## config.mk

```make
export PLATFORM = sky130hd
export DESIGN_NAME = legv8_multicycle_ctrl
export DESIGN_NICKNAME = d
export VERILOG_FILES = /design/src/rtl/legv8_pkg.sv /design/src/rtl/legv8_opclass.sv /design/src/rtl/legv8_multicycle_ctrl.sv
export SDC_FILE = /design/constraint.sdc
export NUM_CORES = 1
export LEC_CHECK = 0
export ABC_AREA = 1
export BUFFER_PORTS_ARGS = -buffer_cell sky130_fd_sc_hd__buf_2
export CAP_MARGIN = 20
export CELL_PAD_IN_SITES_DETAIL_PLACEMENT = 1
export CELL_PAD_IN_SITES_GLOBAL_PLACEMENT = 1
export CORE_ASPECT_RATIO = 0.75
export CORE_MARGIN = 5
export CORE_UTILIZATION = 39
export DETAILED_ROUTE_END_ITERATION = 12
export MAX_ROUTING_LAYER = met4
export PLACE_DENSITY_LB_ADDON = 0.25
export SETUP_SLACK_MARGIN = 0.3
export SLEW_MARGIN = 20
export SYNTH_ARGS = -nofsm -noshare
export SYNTH_HDL_FRONTEND = slang
export SYNTH_SLANG_ARGS = --single-unit
```

## constraint.sdc

```tcl
create_clock -name clk -period 4.12 [get_ports clk]
set_input_delay 0 -clock clk [delete_from_list [all_inputs] [get_ports clk]]
set_output_delay 0 -clock clk [all_outputs]
set_load 0.01 [all_outputs]
```

## src/rtl/legv8_pkg.sv

```systemverilog
// Shared types and encodings for the multi-cycle LEGv8 control path.
package legv8_pkg;

  localparam int unsigned OpW = 11;

  typedef enum logic [3:0] {
    StFetch   = 4'd0,
    StDecode  = 4'd1,
    StExecR   = 4'd2,
    StAluWb   = 4'd3,
    StMemAddr = 4'd4,
    StMemRd   = 4'd5,
    StMemWb   = 4'd6,
    StMemWr   = 4'd7,
    StBranch  = 4'd8
  } state_e;

  typedef enum logic [2:0] {
    OpClsR,
    OpClsLdur,
    OpClsStur,
    OpClsCbz,
    OpClsInvalid
  } op_class_e;

  // Opcode patterns as value/care pairs; a 0 care bit is a don't-care.
  localparam logic [OpW-1:0] OpcRArithVal  = 11'b10001011000;  // ADD, SUB
  localparam logic [OpW-1:0] OpcRArithCare = 11'b10111111111;
  localparam logic [OpW-1:0] OpcRLogicVal  = 11'b10001010000;  // AND, ORR
  localparam logic [OpW-1:0] OpcRLogicCare = 11'b11011111111;
  localparam logic [OpW-1:0] OpcSturVal    = 11'b11111000000;
  localparam logic [OpW-1:0] OpcLdurVal    = 11'b11111000010;
  localparam logic [OpW-1:0] OpcFullCare   = 11'b11111111111;
  localparam logic [OpW-1:0] OpcCbzVal     = 11'b10110100000;
  localparam logic [OpW-1:0] OpcCbzCare    = 11'b11111111000;

  localparam logic [1:0] AluSrcBRegB   = 2'b00;
  localparam logic [1:0] AluSrcBFour   = 2'b01;
  localparam logic [1:0] AluSrcBImm    = 2'b10;
  localparam logic [1:0] AluSrcBBrOff  = 2'b11;

  localparam logic [1:0] AluOpAdd      = 2'b00;
  localparam logic [1:0] AluOpPassB    = 2'b01;
  localparam logic [1:0] AluOpFunct    = 2'b10;

  function automatic logic op_match(input logic [OpW-1:0] op, input logic [OpW-1:0] val,
                                    input logic [OpW-1:0] care);
    return ((op ^ val) & care) == '0;
  endfunction

endpackage

```

## src/rtl/legv8_opclass.sv

```systemverilog
// Combinational opcode classifier for the LEGv8 control FSM.
module legv8_opclass
  import legv8_pkg::*;
(
  input  logic [OpW-1:0] op_i,
  output op_class_e      class_o
);

  always_comb begin
    class_o = OpClsInvalid;
    if (op_match(op_i, OpcRArithVal, OpcRArithCare) ||
        op_match(op_i, OpcRLogicVal, OpcRLogicCare)) begin
      class_o = OpClsR;
    end else if (op_match(op_i, OpcSturVal, OpcFullCare)) begin
      class_o = OpClsStur;
    end else if (op_match(op_i, OpcLdurVal, OpcFullCare)) begin
      class_o = OpClsLdur;
    end else if (op_match(op_i, OpcCbzVal, OpcCbzCare)) begin
      class_o = OpClsCbz;
    end
  end

endmodule

```

## src/rtl/legv8_multicycle_ctrl.sv

```systemverilog
// Multi-cycle LEGv8 control FSM: sequences PC, IR, ALU, register file and data memory,
// and counts retired instructions.
module legv8_multicycle_ctrl
  import legv8_pkg::*;
#(
  parameter int unsigned OP_W  = 11,
  parameter int unsigned CNT_W = 32
) (
  input  logic             clk,
  input  logic             reset,
  input  logic [OP_W-1:0]  Op,
  input  logic             Zero,
  input  logic             MemReady,
  output logic             PCWrite,
  output logic             PCSrc,
  output logic             IRWrite,
  output logic             Reg2Loc,
  output logic             ALUSrcA,
  output logic [1:0]       ALUSrcB,
  output logic [1:0]       ALUOp,
  output logic             MemRead,
  output logic             MemWrite,
  output logic             MemtoReg,
  output logic             RegWrite,
  output logic [CNT_W-1:0] InstrCount,
  output logic [3:0]       State
);

  state_e           state_q, state_d;
  logic [CNT_W-1:0] cnt_q, cnt_d;
  op_class_e        op_class;
  logic             retire;

  legv8_opclass u_opclass (
    .op_i    (Op),
    .class_o (op_class)
  );

  always_ff @(posedge clk or posedge reset) begin
    if (reset) begin
      state_q <= StFetch;
      cnt_q   <= '0;
    end else begin
      state_q <= state_d;
      cnt_q   <= cnt_d;
    end
  end

  always_comb begin
    state_d = StFetch;
    unique case (state_q)
      StFetch:   state_d = StDecode;
      StDecode: begin
        unique case (op_class)
          OpClsR:               state_d = StExecR;
          OpClsLdur, OpClsStur: state_d = StMemAddr;
          OpClsCbz:             state_d = StBranch;
          default:              state_d = StFetch;
        endcase
      end
      StExecR:   state_d = StAluWb;
      StAluWb:   state_d = StFetch;
      StMemAddr: state_d = (op_class == OpClsStur) ? StMemWr : StMemRd;
      StMemRd:   state_d = MemReady ? StMemWb : StMemRd;
      StMemWb:   state_d = StFetch;
      StMemWr:   state_d = MemReady ? StFetch : StMemWr;
      StBranch:  state_d = StFetch;
      default:   state_d = StFetch;
    endcase
  end

  // An instruction retires on the edge that leaves its final state.
  always_comb begin
    retire = (state_q == StAluWb) || (state_q == StMemWb) || (state_q == StBranch) ||
             ((state_q == StMemWr) && MemReady) ||
             ((state_q == StDecode) && (op_class == OpClsInvalid));
    cnt_d  = cnt_q + {{(CNT_W-1){1'b0}}, retire};
  end

  always_comb begin
    PCWrite  = 1'b0;
    PCSrc    = 1'b0;
    IRWrite  = 1'b0;
    Reg2Loc  = 1'b0;
    ALUSrcA  = 1'b0;
    ALUSrcB  = AluSrcBRegB;
    ALUOp    = AluOpAdd;
    MemRead  = 1'b0;
    MemWrite = 1'b0;
    MemtoReg = 1'b0;
    RegWrite = 1'b0;
    unique case (state_q)
      StFetch: begin
        IRWrite = 1'b1;
        ALUSrcB = AluSrcBFour;
        PCWrite = 1'b1;
      end
      StDecode: begin
        ALUSrcB = AluSrcBBrOff;
        Reg2Loc = (op_class == OpClsStur) || (op_class == OpClsCbz);
      end
      StExecR: begin
        ALUSrcA = 1'b1;
        ALUOp   = AluOpFunct;
      end
      StAluWb: RegWrite = 1'b1;
      StMemAddr: begin
        ALUSrcA = 1'b1;
        ALUSrcB = AluSrcBImm;
        Reg2Loc = (op_class == OpClsStur);
      end
      StMemRd: MemRead = 1'b1;
      StMemWb: begin
        RegWrite = 1'b1;
        MemtoReg = 1'b1;
      end
      StMemWr: begin
        MemWrite = 1'b1;
        Reg2Loc  = 1'b1;
      end
      StBranch: begin
        Reg2Loc = 1'b1;
        ALUSrcA = 1'b1;
        ALUOp   = AluOpPassB;
        PCSrc   = 1'b1;
        PCWrite = Zero;
      end
      default: ;
    endcase
  end

  assign InstrCount = cnt_q;
  assign State      = state_q;

endmodule

```

# Yosys cells after proc, flatten, opt, wreduce, memory -nomap -nowiden
# Index checks and enable logic that the tools add are counted.
[totals] input_bits=15 reg_bits=36
[op_classes] mux=20 addsub=1 n_eq_ne=12 bitwise_logic=5 n_reduce_logical=19
[op_table] op="11-bit logical NOT" count=5
[op_table] op="32-bit by 1-bit adder with 32-bit output" count=1
[op_table] op="4-bit one-hot mux with 6 select lines" count=1
[op_table] op="4-bit by 3-bit == test with 1-bit output (second input constant)" count=4
[op_table] op="3-bit 2-to-1 mux" count=5
[op_table] op="4-bit one-hot mux with 3 select lines" count=1
[op_table] op="4-bit by 2-bit == test with 1-bit output (second input constant)" count=2
[op_table] op="4-bit inverter" count=2
[op_table] op="1-bit 2-to-1 mux" count=7
[op_table] op="3-bit by 2-bit == test with 1-bit output (second input constant)" count=2
[op_table] op="1-bit logical OR" count=6
[op_table] op="6-bit inverter" count=1
[op_table] op="2-bit one-hot mux with 3 select lines" count=1
[op_table] op="2-bit OR reduction" count=3
[op_table] op="5-bit inverter" count=1
[op_table] op="4-bit by 1-bit == test with 1-bit output (second input constant)" count=1
[op_table] op="4-bit == test (second input constant)" count=1
[op_table] op="4-bit logical NOT" count=1
[op_table] op="2-bit 2-to-1 mux" count=2
[op_table] op="2-bit one-hot mux with 2 select lines" count=1
[op_table] op="3-bit by 1-bit == test with 1-bit output (second input constant)" count=1
[op_table] op="3-bit == test (second input constant)" count=1
[op_table] op="3-bit logical NOT" count=1
[op_table] op="3-bit inverter" count=1
[op_table] op="other kinds (4)" count=5

# Depth between registers and ports, before layout
# Gate-level depths: netlist (run 1).
[depth] word_depth=10 mapped_depth=17 ltp_nobuf=17

# Modules after synthesis
# Synthesis (run 1) repeated with hierarchy kept, for this count alone.
[unflattened] cells_unflattened=329 area_unflattened_um2=2357.3
[by_module_without_submodules] module="legv8_multicycle_ctrl" area_per_inst_um2=2188.3 n_inst=1 seq_area_each_um2=900.9 cells_each=295
[by_module_without_submodules] module="legv8_opclass" area_per_inst_um2=168.9 n_inst=1 seq_area_each_um2=0.0 cells_each=34

# Worst setup path before layout (run 1)
# OpenSTA, ideal clock, no wires.
[synth_path] path_type="register -> register" startpoint="register state_q[0] (netlist: State[0])" endpoint="register cnt_q[30] (netlist: InstrCount[30])" slack_ns=1.857 arrival_time_ns=2.142 setup_ns=0.121 path_stages_with_launch=15 cell_sequence="dfrtp_1 inv_1 nand2_1 nor2_1 a21oi_1 nand2_1 o21bai_1 ha_1 ha_1 nand2_1 nor2_4 nand2_4 nor2_4 nand2_1 xor2_1"
[synth_between] elab_chain_cells=6 word_cells_on_any_way=12 cone_classes="add/sub: 1; eq/ne: 5; reduce/logical: 6"
[synth_rtl] item="start: declaration" line_no="legv8_multicycle_ctrl.sv:29" source="state_e state_q, state_d;"
[synth_rtl] item="start signal: assignment" line_no="legv8_multicycle_ctrl.sv:41" source="state_q <= StFetch;"
[synth_rtl] item="start signal: assignment" line_no="legv8_multicycle_ctrl.sv:44" source="state_q <= state_d;"
[synth_rtl] item="4-bit by 2-bit == test with 1-bit output / 4-bit by 3-bit == test with 1-bit output (equally long branches)" line_no="legv8_multicycle_ctrl.sv:74" source="retire = (state_q == StAluWb) || (state_q == StMemWb) || (state_q == StBranch) ||"
[synth_rtl] item="1-bit logical OR (3 in series)" line_no="legv8_multicycle_ctrl.sv:74"
[synth_rtl] item="1-bit logical OR *" line_no="legv8_multicycle_ctrl.sv:75" source="((state_q == StMemWr) && MemReady) ||"
[synth_rtl] item="32-bit by 1-bit adder with 32-bit output *" line_no="legv8_multicycle_ctrl.sv:77" source="cnt_d = cnt_q + {{(CNT_W-1){1'b0}}, retire};"
[synth_rtl] item="named net cnt_d[30]" line_no="legv8_multicycle_ctrl.sv:30" source="logic [CNT_W-1:0] cnt_q, cnt_d;"
[synth_rtl] item="end signal: assignment" line_no="legv8_multicycle_ctrl.sv:45" source="cnt_q <= cnt_d;"
[synth_rtl] item="end: declaration" line_no="legv8_multicycle_ctrl.sv:30"
# Mark *: on every way through the listed nets, which the timed path passes. The rest lies on a longest branch.

# Worst setup path after layout (run 1)
[layout_path] startpoint="register state_q[3] (netlist: State[3])" endpoint="register cnt_q[18] (netlist: InstrCount[18])"
# Same word-level chain as after synthesis.

==> results of run 1 <==
==> cell families (layout without fill, tap and decap cells) <==
family | Yosys count | after routing | synth area share (%)
simple gates | 221 | 221 | 42.2
buf+inv | 50 | 122 | 8.34
flops | 36 | 36 | 39.2
xor+xnor | 22 | 22 | 8.39
compound gates | 3 | 3 | 0.763
fa+ha+maj | 2 | 2 | 1.09
==> critical path: cells and delay by family, from the launching register on <==
family,cells,cell delay [ps]
AOI/OAI and AO/OA,1,170
adders and majority gates,2,480
buffers and inverters,1,150
DFF,1,400
and+or+nand+nor,10,1320
==> per-layer routing <==
| metal | routed length (um) | GRT usage (%) |
|---|---|---|
| met3 | 304 | 3.75 |
| met5 | 0 | - |
| met2 | 2940 | 29.4 |
| met4 | 68 | 4.50 |
| met1 | 3600 | 29.6 |
==> registers in the layout (all words and copies together) (netlist names) <==
name,cells
InstrCount,32
State,4
==> synth_stat cells (all sizes together), types with 2 or more instances <==
cell type	n	area share, %
xor2	18	6.9
nor3	4	1.4
xnor2	4	1.5
nand3	13	2.8
nand3b	9	2.9
nand4	5	1.4
dfrtp	36	39
inv	49	8.0
nand2	119	20
ha	2	1.1
nor2	70	14
==> through the flow <==
step                      cells  utilization, %  worst slack (ps)  area, um^2
after floorplan             334               -              1860        2300
after global routing        484            48.7              1200        2810
final                       484            48.7              1480        2810
after global placement      475            47.0              1710        2710
after detailed placement    475            47.0              1490        2710
after CTS                   484            48.7              1470        2810
==> power groups by stage <==
stage                     registers, mW  clock network [mW]  logic [mW]
final                             0.449               0.265       0.326
after global routing              0.459               0.291       0.368
after CTS                         0.449               0.272       0.333
after detailed placement          0.455                   0       0.329
after global placement            0.450                   0       0.323
after floorplan                   0.463                   0       0.182
==> worst max path at each step <==
stage | cells past startpoint | start | endpoint
floorplan | 14 | State[0]$_DFF_PP0_ | InstrCount[30]$_DFF_PP0_
global placement | 13 | State[2]$_DFF_PP0_ | InstrCount[30]$_DFF_PP0_
detailed placement | 13 | State[3]$_DFF_PP0_ | InstrCount[30]$_DFF_PP0_
CTS | 13 | State[3]$_DFF_PP0_ | InstrCount[30]$_DFF_PP0_
global route | 14 | State[3]$_DFF_PP0_ | InstrCount[18]$_DFF_PP0_
finish | 14 | State[3]$_DFF_PP0_ | InstrCount[18]$_DFF_PP0_
==> final cells by class <==
class | instances | area, um^2 | share of cell area, %
Clock buffer | 8 | 90.1 | 3.21
Tap cell | 78 | 97.6 | 3.47
Sequential cell | 36 | 901 | 32.1
Inverter | 49 | 184 | 6.55
Multi-Input combinational cell | 248 | 1200 | 42.9
Timing Repair Buffer | 65 | 333 | 11.8
==> run metrics, run 1 <==
run status finished, final reports clean; area of the core 5770 um^2; Net Sw Power approximately 0.38 mW; number of maximum-capacitance violations 0; antenna violations before repair 0; Remaining Overflow, GRT 0; number of synthesized flops with an enable pin 0; Syn Inst Count 334; ratio of cells with drive above 1 in the final layout a little over a fifth; starting density of the core 39.8%; worst max-slew margin expressed relative to the limit 68.3%; row count 24; CP max-delay cell sky130_fd_sc_hd__dfrtp_1; synthesized netlist net count around 350; switching fraction of total power 36.6%; number of H-tree levels 2; total detailed-routing wirelength 6920 um; period utilisation layout 64.0%; synthesized area per cell 6.87 um^2; longest individual stage delay on the worst path around 400 ps; number of post-CTS setup repair buffers 0; Leak 1.58 nW; start point of the worst min-delay path MemReady; reg-to-reg endpoint InstrCount[18]$_DFF_PP0_; power after layout between 1 and 1.5 mW; 1st-pass router iterations 4; distinct cell type count of the synthesized netlist 22; total negative slack for setup checks 0 ps; logic gate share of total power 31.3%; slew at the pin closest to its max-slew limit 476 ps; crit-path max FO 6; routed len/inst about 14 um; FMAX 0.379 GHz; unrepaired setup endpoints after global routing false; detailed-route via count 2270; residual DRC count 0; worst hold endpoint State[0]$_DFF_PP0_; number of vias per cell between 4 and 5; maximum buffer depth of the clock tree 2; floorplan die height between 70 and 80 um; commonest non-fill, non-tap cell in the layout sky130_fd_sc_hd__nand2_1; crit path launch type register; required arrival time at the worst endpoint 4310 ps; first-pass GRT wire length 12000 um; Worst R2R Path Depth 14; setup slack of the worst register-to-register path 1480 ps; clock latency on the worst-skew pair between 200 and 300 ps; most frequently used flop master after synthesis sky130_fd_sc_hd__dfrtp_1; global-route usage over all layers 20.4%; buffer cell driving the clock tree root sky130_fd_sc_hd__clkbuf_8; sort of element at the end of the critical path register; Die Outline Area ~7500 um^2; count of final setup violators 0; most common cell type on the critical path sky130_fd_sc_hd__nand2_1; sequential-to-total area share from yosys stat 39.2%; placer congestion estimate 0.877; Final Critical Period 2640 ps; Final Hold Violating Endpoints 0; total clock buffers created by CTS 5; final layout net count about 420; combined area of all synthesized cells 2300 um^2; hold path depth 3; layout overhead on the synthesized area 22.3%; quantity of gates resized following cts 0; clock group share of total power 25.4%; post-CTS clock slew at the launch and capture registers of the worst setup and hold paths about 70 ps; Buffers on Ports 63; top library cells by usage in the layout, fill and taps aside sky130_fd_sc_hd__nand2_1 (117), sky130_fd_sc_hd__buf_2 (63), sky130_fd_sc_hd__nor2_1 (59); pin count of the biggest net entering global routing 37; Setup CP Type reg2reg; Post-Route Hold Slack 58.7 ps; Sequential Power Share between 40% and 50%; number of register bits inferred by synthesis 36; FFs w/ async S/R, synth 100%; number of hold buffers added after CTS 1; Iteration-0 DRC Markers 100; count of inserted antenna diode cells 0; ordered cell list for the critical path nor2_1, inv_1, nor3_4, nand3_1, o21bai_1, ha_1, ha_1, nand2_1, nor2_4, nand2_4, nor2_4, nand3_1, nand2_1, nand2_1; Routed Antenna Nets 0; Synthesis Warnings 0; detailed placer's ending HPWL ~5800 um; CTS sink count 36; total count of max-transition violations in the final report 0; class of the tightest hold or removal check in2reg; startpoint of the lowest-slack register-to-register path State[3]$_DFF_PP0_; die extent in x just under 100 um; count of filler cells inserted in the layout 799; pwr/cell area approximately 370 nW/um^2; worst clock skew on the final layout 7.74 ps; total I/O pin count 64; TritonCTS clock tree done; vias in the first global route 2400; Arr. time, crit path between 2000 and 3000 ps; worst IR drop on VDD ~0.22 mV; design internal power 0.659 mW
Power figures use the tool's default switching activity.
==> inputs of run 2 (changes only) <==
--- a/config.mk
+++ b/config.mk
@@ -12,7 +12,7 @@
 export CELL_PAD_IN_SITES_GLOBAL_PLACEMENT = 1
 export CORE_ASPECT_RATIO = 0.75
 export CORE_MARGIN = 5
-export CORE_UTILIZATION = 39
+export CORE_UTILIZATION = 33
 export DETAILED_ROUTE_END_ITERATION = 12
 export MAX_ROUTING_LAYER = met4
 export PLACE_DENSITY_LB_ADDON = 0.25
==> constraint.sdc (replaced) <==
create_clock -name clk -period 2.3 [get_ports clk]
set_input_delay 0 -clock clk [delete_from_list [all_inputs] [get_ports clk]]
set_output_delay 0 -clock clk [all_outputs]
set_load 0.01 [all_outputs]
==> run 2 against run 1 <==
  * Design area grew 18%
  * Largest cell class unchanged
  * Critical path type unchanged
  * Fmax grew 19%
  * Critical endpoint is now InstrCount[4]$_DFF_PP0_
  * Clock-buffer cell count shrank 2
==> run metrics, run 2 (synthesis results as in run 1) <==
run status finished, final reports clean; count of final setup violators 0; Buffers on Ports 63; logic depth of the worst path, buffers included 14; total clock buffers created by CTS 5; Worst R2R Path Depth 14; row count 26; FMAX 0.451 GHz; longest individual stage delay on the worst path 460 ps; worst max-slew margin expressed relative to the limit 67.3%; detailed placer's ending HPWL 5700 um; CP max-delay cell sky130_fd_sc_hd__dfrtp_2; Routed Antenna Nets 0; worst clock skew on the final layout 9.23 ps; number of vias per cell 4.67; maximum buffer depth of the clock tree 2; pwr/cell area 642 nW/um^2; Critical Path End InstrCount[4]$_DFF_PP0_; residual DRC count 0; TritonCTS clock tree done; first element of the critical path State[0]$_DFF_PP0_; worst IR drop on VDD 0.336 mV; count of inserted antenna diode cells 0; required arrival time at the worst endpoint 2480 ps; instance area after placement 2760 um^2; placer congestion estimate 0.863; slew at the pin closest to its max-slew limit approximately 490 ps; die extent in x 106 um; buffers plus inverters on the worst setup path 4; period utilisation layout 96.4%; ratio of cells with drive above 1 in the final layout ~35%; number of flip-flops in the largest register 32; unrepaired setup endpoints after global routing true; startpoint of the lowest-slack register-to-register path State[0]$_DFF_PP0_; hold path depth 3; total detailed-routing wirelength 8120 um; antenna violations before repair 0; Iteration-0 DRC Markers 84; detailed-route via count between 2000 and 2500; number of maximum-capacitance violations 0; final instance area 3310 um^2; top library cells by usage in the layout, fill and taps aside sky130_fd_sc_hd__nand2_1 (107), sky130_fd_sc_hd__buf_2 (62), sky130_fd_sc_hd__nor2_1 (54); Remaining Overflow, GRT 0; commonest non-fill, non-tap cell in the layout sky130_fd_sc_hd__nand2_1; final layout net count 457; ordered cell list for the critical path inv_2, nand2_1, nor2_2, a21oi_2, nand2_1, o21bai_4, ha_4, ha_4, nand2_4, nor2_4, buf_6, buf_6, buf_4, xor2_1; global-route usage over all layers 19.1%; Setup Slack @ Placement -68.4 ps; Leak 1.85 nW; Final Critical Period about 2200 ps; Final Hold Violating Endpoints 0; 1st-pass router iterations 4; first-pass GRT wire length between 10000 and 15000 um; buffer cell driving the clock tree root sky130_fd_sc_hd__clkbuf_8; crit path launch type register; Setup CP Type reg2reg; layout overhead on the synthesized area 44.0%; pin count of the biggest net entering global routing 37; clock latency on the worst-skew pair 300 ps; floorplan die height 82.2 um; reg-to-reg endpoint InstrCount[4]$_DFF_PP0_; routed len/inst 15.5 um; total I/O pin count 64; gate family responsible for the most delay along the worst path flip-flops; post-layout worst setup margin 81.8 ps; start point of the worst min-delay path MemReady; Arr. time, crit path 2390 ps; starting density of the core 33.8%; number of H-tree levels 2; vias in the first global route 2471; Die Outline Area between 8000 and 9000 um^2; setup slack of the worst register-to-register path 80 ps; sort of element at the end of the critical path register; Core Util, Final 48.6%; class of the tightest hold or removal check in2reg; crit-path max FO 6; total count of max-transition violations in the final report 0; area of the core 6800 um^2; post-CTS clock slew at the launch and capture registers of the worst setup and hold paths roughly 70 ps; CTS sink count 36
[run 2: timing repair]
action	CTS	global route
gates resized for setup	20	39
buffers inserted	26	7
hold buffers	1	0
endpoints found under the setup margin	25	31
endpoints found under the hold margin	36	0
pin swaps	13	13
[run 2: metal layers]
metal	vias up	GRT usage, %	part of all wire [%]
met5	-	-	0
met1	1167	26.7	50
met3	11	3.89	4.2
met4	0	4.40	1.1
li1	1215	-	-
met2	53	28.6	45
[run 2: worst min path at each step]
stage                                     to
after floorplan                      PCWrite
after global placement    State[0]$_DFF_PP0_
after detailed placement  State[0]$_DFF_PP0_
after CTS                 State[0]$_DFF_PP0_
after global routing      State[0]$_DFF_PP0_
final                     State[0]$_DFF_PP0_
[run 2: worst register-to-register path, stage by stage, from the launching register on]
cell,delay (ps)
sky130_fd_sc_hd__dfrtp_2,460
sky130_fd_sc_hd__inv_2,80
sky130_fd_sc_hd__nand2_1,120
sky130_fd_sc_hd__nor2_2,60
sky130_fd_sc_hd__a21oi_2,170
sky130_fd_sc_hd__nand2_1,100
sky130_fd_sc_hd__o21bai_4,180
sky130_fd_sc_hd__ha_4,170
sky130_fd_sc_hd__ha_4,160
sky130_fd_sc_hd__nand2_4,70
sky130_fd_sc_hd__nor2_4,50
sky130_fd_sc_hd__buf_6,110
sky130_fd_sc_hd__buf_6,110
sky130_fd_sc_hd__buf_4,120
sky130_fd_sc_hd__xor2_1,130
[run 2: final cells by class]
cell class,instances,area [um^2]
well taps,84,105
inverters,49,186
fillers,885,3490
clock inverters,1,5.00
repair buffers,100,654
clock buffers,6,72.6
flip-flops and latches,36,906
multi-input cells,248,1380
[run 2: through the flow]
step | power (mW) | TNS, ps | cells | hold WS (ps)
final | 2.12 | 0 | 524 | 38.4
after global placement | 1.45 | 0 | 483 | 142
after CTS | 2.01 | 0 | 517 | 32.5
after detailed placement | 1.46 | -172 | 483 | 144
after floorplan | 1.19 | 0 | 334 | 119
after global routing | 2.27 | -440 | 524 | 61.3
[run 2: report_power, final]
part / total (mW) / switching, mW / internal, mW / leakage [nW]
Combinational: 0.857 / 0.477 / 0.380 / 1.37
Clock: 0.442 / 0.236 / 0.206 / 0.0410
Sequential: 0.824 / 0.112 / 0.712 / 0.440
==> inputs of run 3 (changes only) <==
--- a/config.mk
+++ b/config.mk
@@ -12,7 +12,7 @@
 export CELL_PAD_IN_SITES_GLOBAL_PLACEMENT = 1
 export CORE_ASPECT_RATIO = 0.75
 export CORE_MARGIN = 5
-export CORE_UTILIZATION = 33
+export CORE_UTILIZATION = 39
 export DETAILED_ROUTE_END_ITERATION = 12
 export MAX_ROUTING_LAYER = met4
 export PLACE_DENSITY_LB_ADDON = 0.25
==> constraint.sdc (replaced) <==
create_clock -name clk -period 2.79 [get_ports clk]
set_input_delay 0 -clock clk [delete_from_list [all_inputs] [get_ports clk]]
set_output_delay 0 -clock clk [all_outputs]
set_load 0.01 [all_outputs]
==> run 3 against run 2 <==
  * Clock-buffer cell count shrank 1
  * Wire length shrank 11%
  * Die area shrank 14%
  * Critical path depth is the same
  * Clock power shrank 17%
  * Worst hold slack gained 2.0 ps
  * Critical path type unchanged
==> run metrics, run 3 (synthesis results as in run 1) <==
unrepaired setup endpoints after global routing true; vias in the first global route 2424; residual DRC count 0; FMAX ~0.43 GHz; antenna violations before repair 0; crit-path max FO 5; final instance area approximately 2900 um^2; TritonCTS clock tree done; Post-Route Hold Slack 40.5 ps; total negative slack for setup checks 0 ps; Die Outline Area 7540 um^2; starting density of the core 39.8%; Routed Antenna Nets 0; number of maximum-capacitance violations 0; count of inserted antenna diode cells 0; required arrival time at the worst endpoint 2980 ps; worst clock skew on the final layout 5.22 ps; die extent in x around 100 um; ratio of cells with drive above 1 in the final layout roughly 26%; CTS sink count 36; Final Critical Period 2350 ps; class of the tightest hold or removal check in2reg; period utilisation layout 84.2%; worst IR drop on VDD between 0.3 and 0.4 mV; total detailed-routing wirelength 7260 um; pin count of the biggest net entering global routing 37; ordered cell list for the critical path nor2_2, inv_2, nor3_4, nand3_1, o21bai_1, ha_2, ha_4, nand2_1, nor2_4, nand2_4, nor2_4, nand3_1, nand2_1, nand2_1; commonest non-fill, non-tap cell in the layout sky130_fd_sc_hd__nand2_1; Leak around 1.6 nW; global-route usage over all layers 19.9%; maximum buffer depth of the clock tree 2; layout overhead on the synthesized area 26.1%; Final Hold Violating Endpoints 0; longest individual stage delay on the worst path 430 ps; run status finished, final reports clean; crit path launch type register; routed len/inst around 15 um; post-CTS clock slew at the launch and capture registers of the worst setup and hold paths about 80 ps; total count of max-transition violations in the final report 0; total I/O pin count 64; top library cells by usage in the layout, fill and taps aside sky130_fd_sc_hd__nand2_1 (114), sky130_fd_sc_hd__buf_2 (63), sky130_fd_sc_hd__nor2_1 (57); number of vias per cell 4.69; detailed-route via count 2304; Remaining Overflow, GRT 0; Arr. time, crit path 2530 ps; clock latency on the worst-skew pair 300 ps; pwr/cell area 548 nW/um^2; slew at the pin closest to its max-slew limit approximately 480 ps; total clock buffers created by CTS 5; first-pass GRT wire length 11900 um; worst max-slew margin expressed relative to the limit 68.1%; number of flip-flops in the largest register 32; area of the core slightly below 6000 um^2; instance area after placement around 2700 um^2; Buffers on Ports 63; number of H-tree levels 2; sort of element at the end of the critical path register; Setup CP Type reg2reg; CP max-delay cell sky130_fd_sc_hd__dfrtp_1; count of final setup violators 0; detailed placer's ending HPWL 5800 um; placer congestion estimate roughly 0.84; buffer cell driving the clock tree root sky130_fd_sc_hd__clkbuf_8; 1st-pass router iterations 4; row count 24; final layout net count 430; count of filler cells inserted in the layout 814; floorplan die height around 76 um; Iteration-0 DRC Markers 76; most common cell type on the critical path sky130_fd_sc_hd__nand2_1
==> run 3: layout make-up <==
type                       instances  area, um^2  area share, %
sequential                        36         903           31.2
clock inverter                     2        12.5          0.432
tap                               78        97.6           3.37
multi-input combinational        248        1240           42.7
clock buffer                       5        68.8           2.38
timing repair buffer              73         393           13.6
inverter                          49         184           6.35
==> run 3: report_power, final <==
| part | leakage (nW) | switching [mW] | internal, mW |
|---|---|---|---|
| logic | 1.12 | 0.318 | 0.231 |
| clock network | 0.0400 | 0.198 | 0.169 |
| registers | 0.444 | 0.0832 | 0.587 |
| total | 1.61 | 0.599 | 0.987 |
==> run 3: metrics by stage <==
step	util (%)	total power, mW	setup slack (ps)	std cells
after floorplan	-	0.953	527	334
after global placement	47.0	1.14	408	475
after detailed placement	47.0	1.16	215	475
after CTS	49.1	1.57	332	486
after global routing	50.2	1.70	249	491
final	50.2	1.59	441	491
==> run 3: repair_timing <==
action,CTS,global route
setup buffers,3,5
gates resized for setup,4,10
pin swaps,3,6
endpoints found under the hold margin,36,0
endpoints found under the setup margin,9,15
hold buffers,1,0
==> run 3: per-layer routing <==
metal / wire [um] / global-route usage, %
met4: 48 / 4.50
met3: 323 / 4.21
met2: 3200 / 29.0
met1: 3680 / 28.4
met5: 0 / -
==> run 3: path summary, 6_finish.rpt <==
kind	start	slack, ps	end	cells past startpoint
setup / recovery	State[2]$_DFF_PP0_	440	InstrCount[18]$_DFF_PP0_	14
hold / removal	MemReady	40	State[0]$_DFF_PP0_	3
setup reg to reg	State[2]$_DFF_PP0_	440	InstrCount[18]$_DFF_PP0_	14
hold reg to reg	InstrCount[31]$_DFF_PP0_	490	InstrCount[31]$_DFF_PP0_	2
max in group asynchronous	reset	2080	State[1]$_DFF_PP0_	4
min in group asynchronous	reset	350	State[0]$_DFF_PP0_	4
==> run 3: critical path: cells and delay by family (launching register included) <==
family / cells / cell delay, ps
simple gates: 10 / 1190
fa+ha+maj: 2 / 370
buf+inv: 1 / 80
flops: 1 / 430
compound gates: 1 / 170
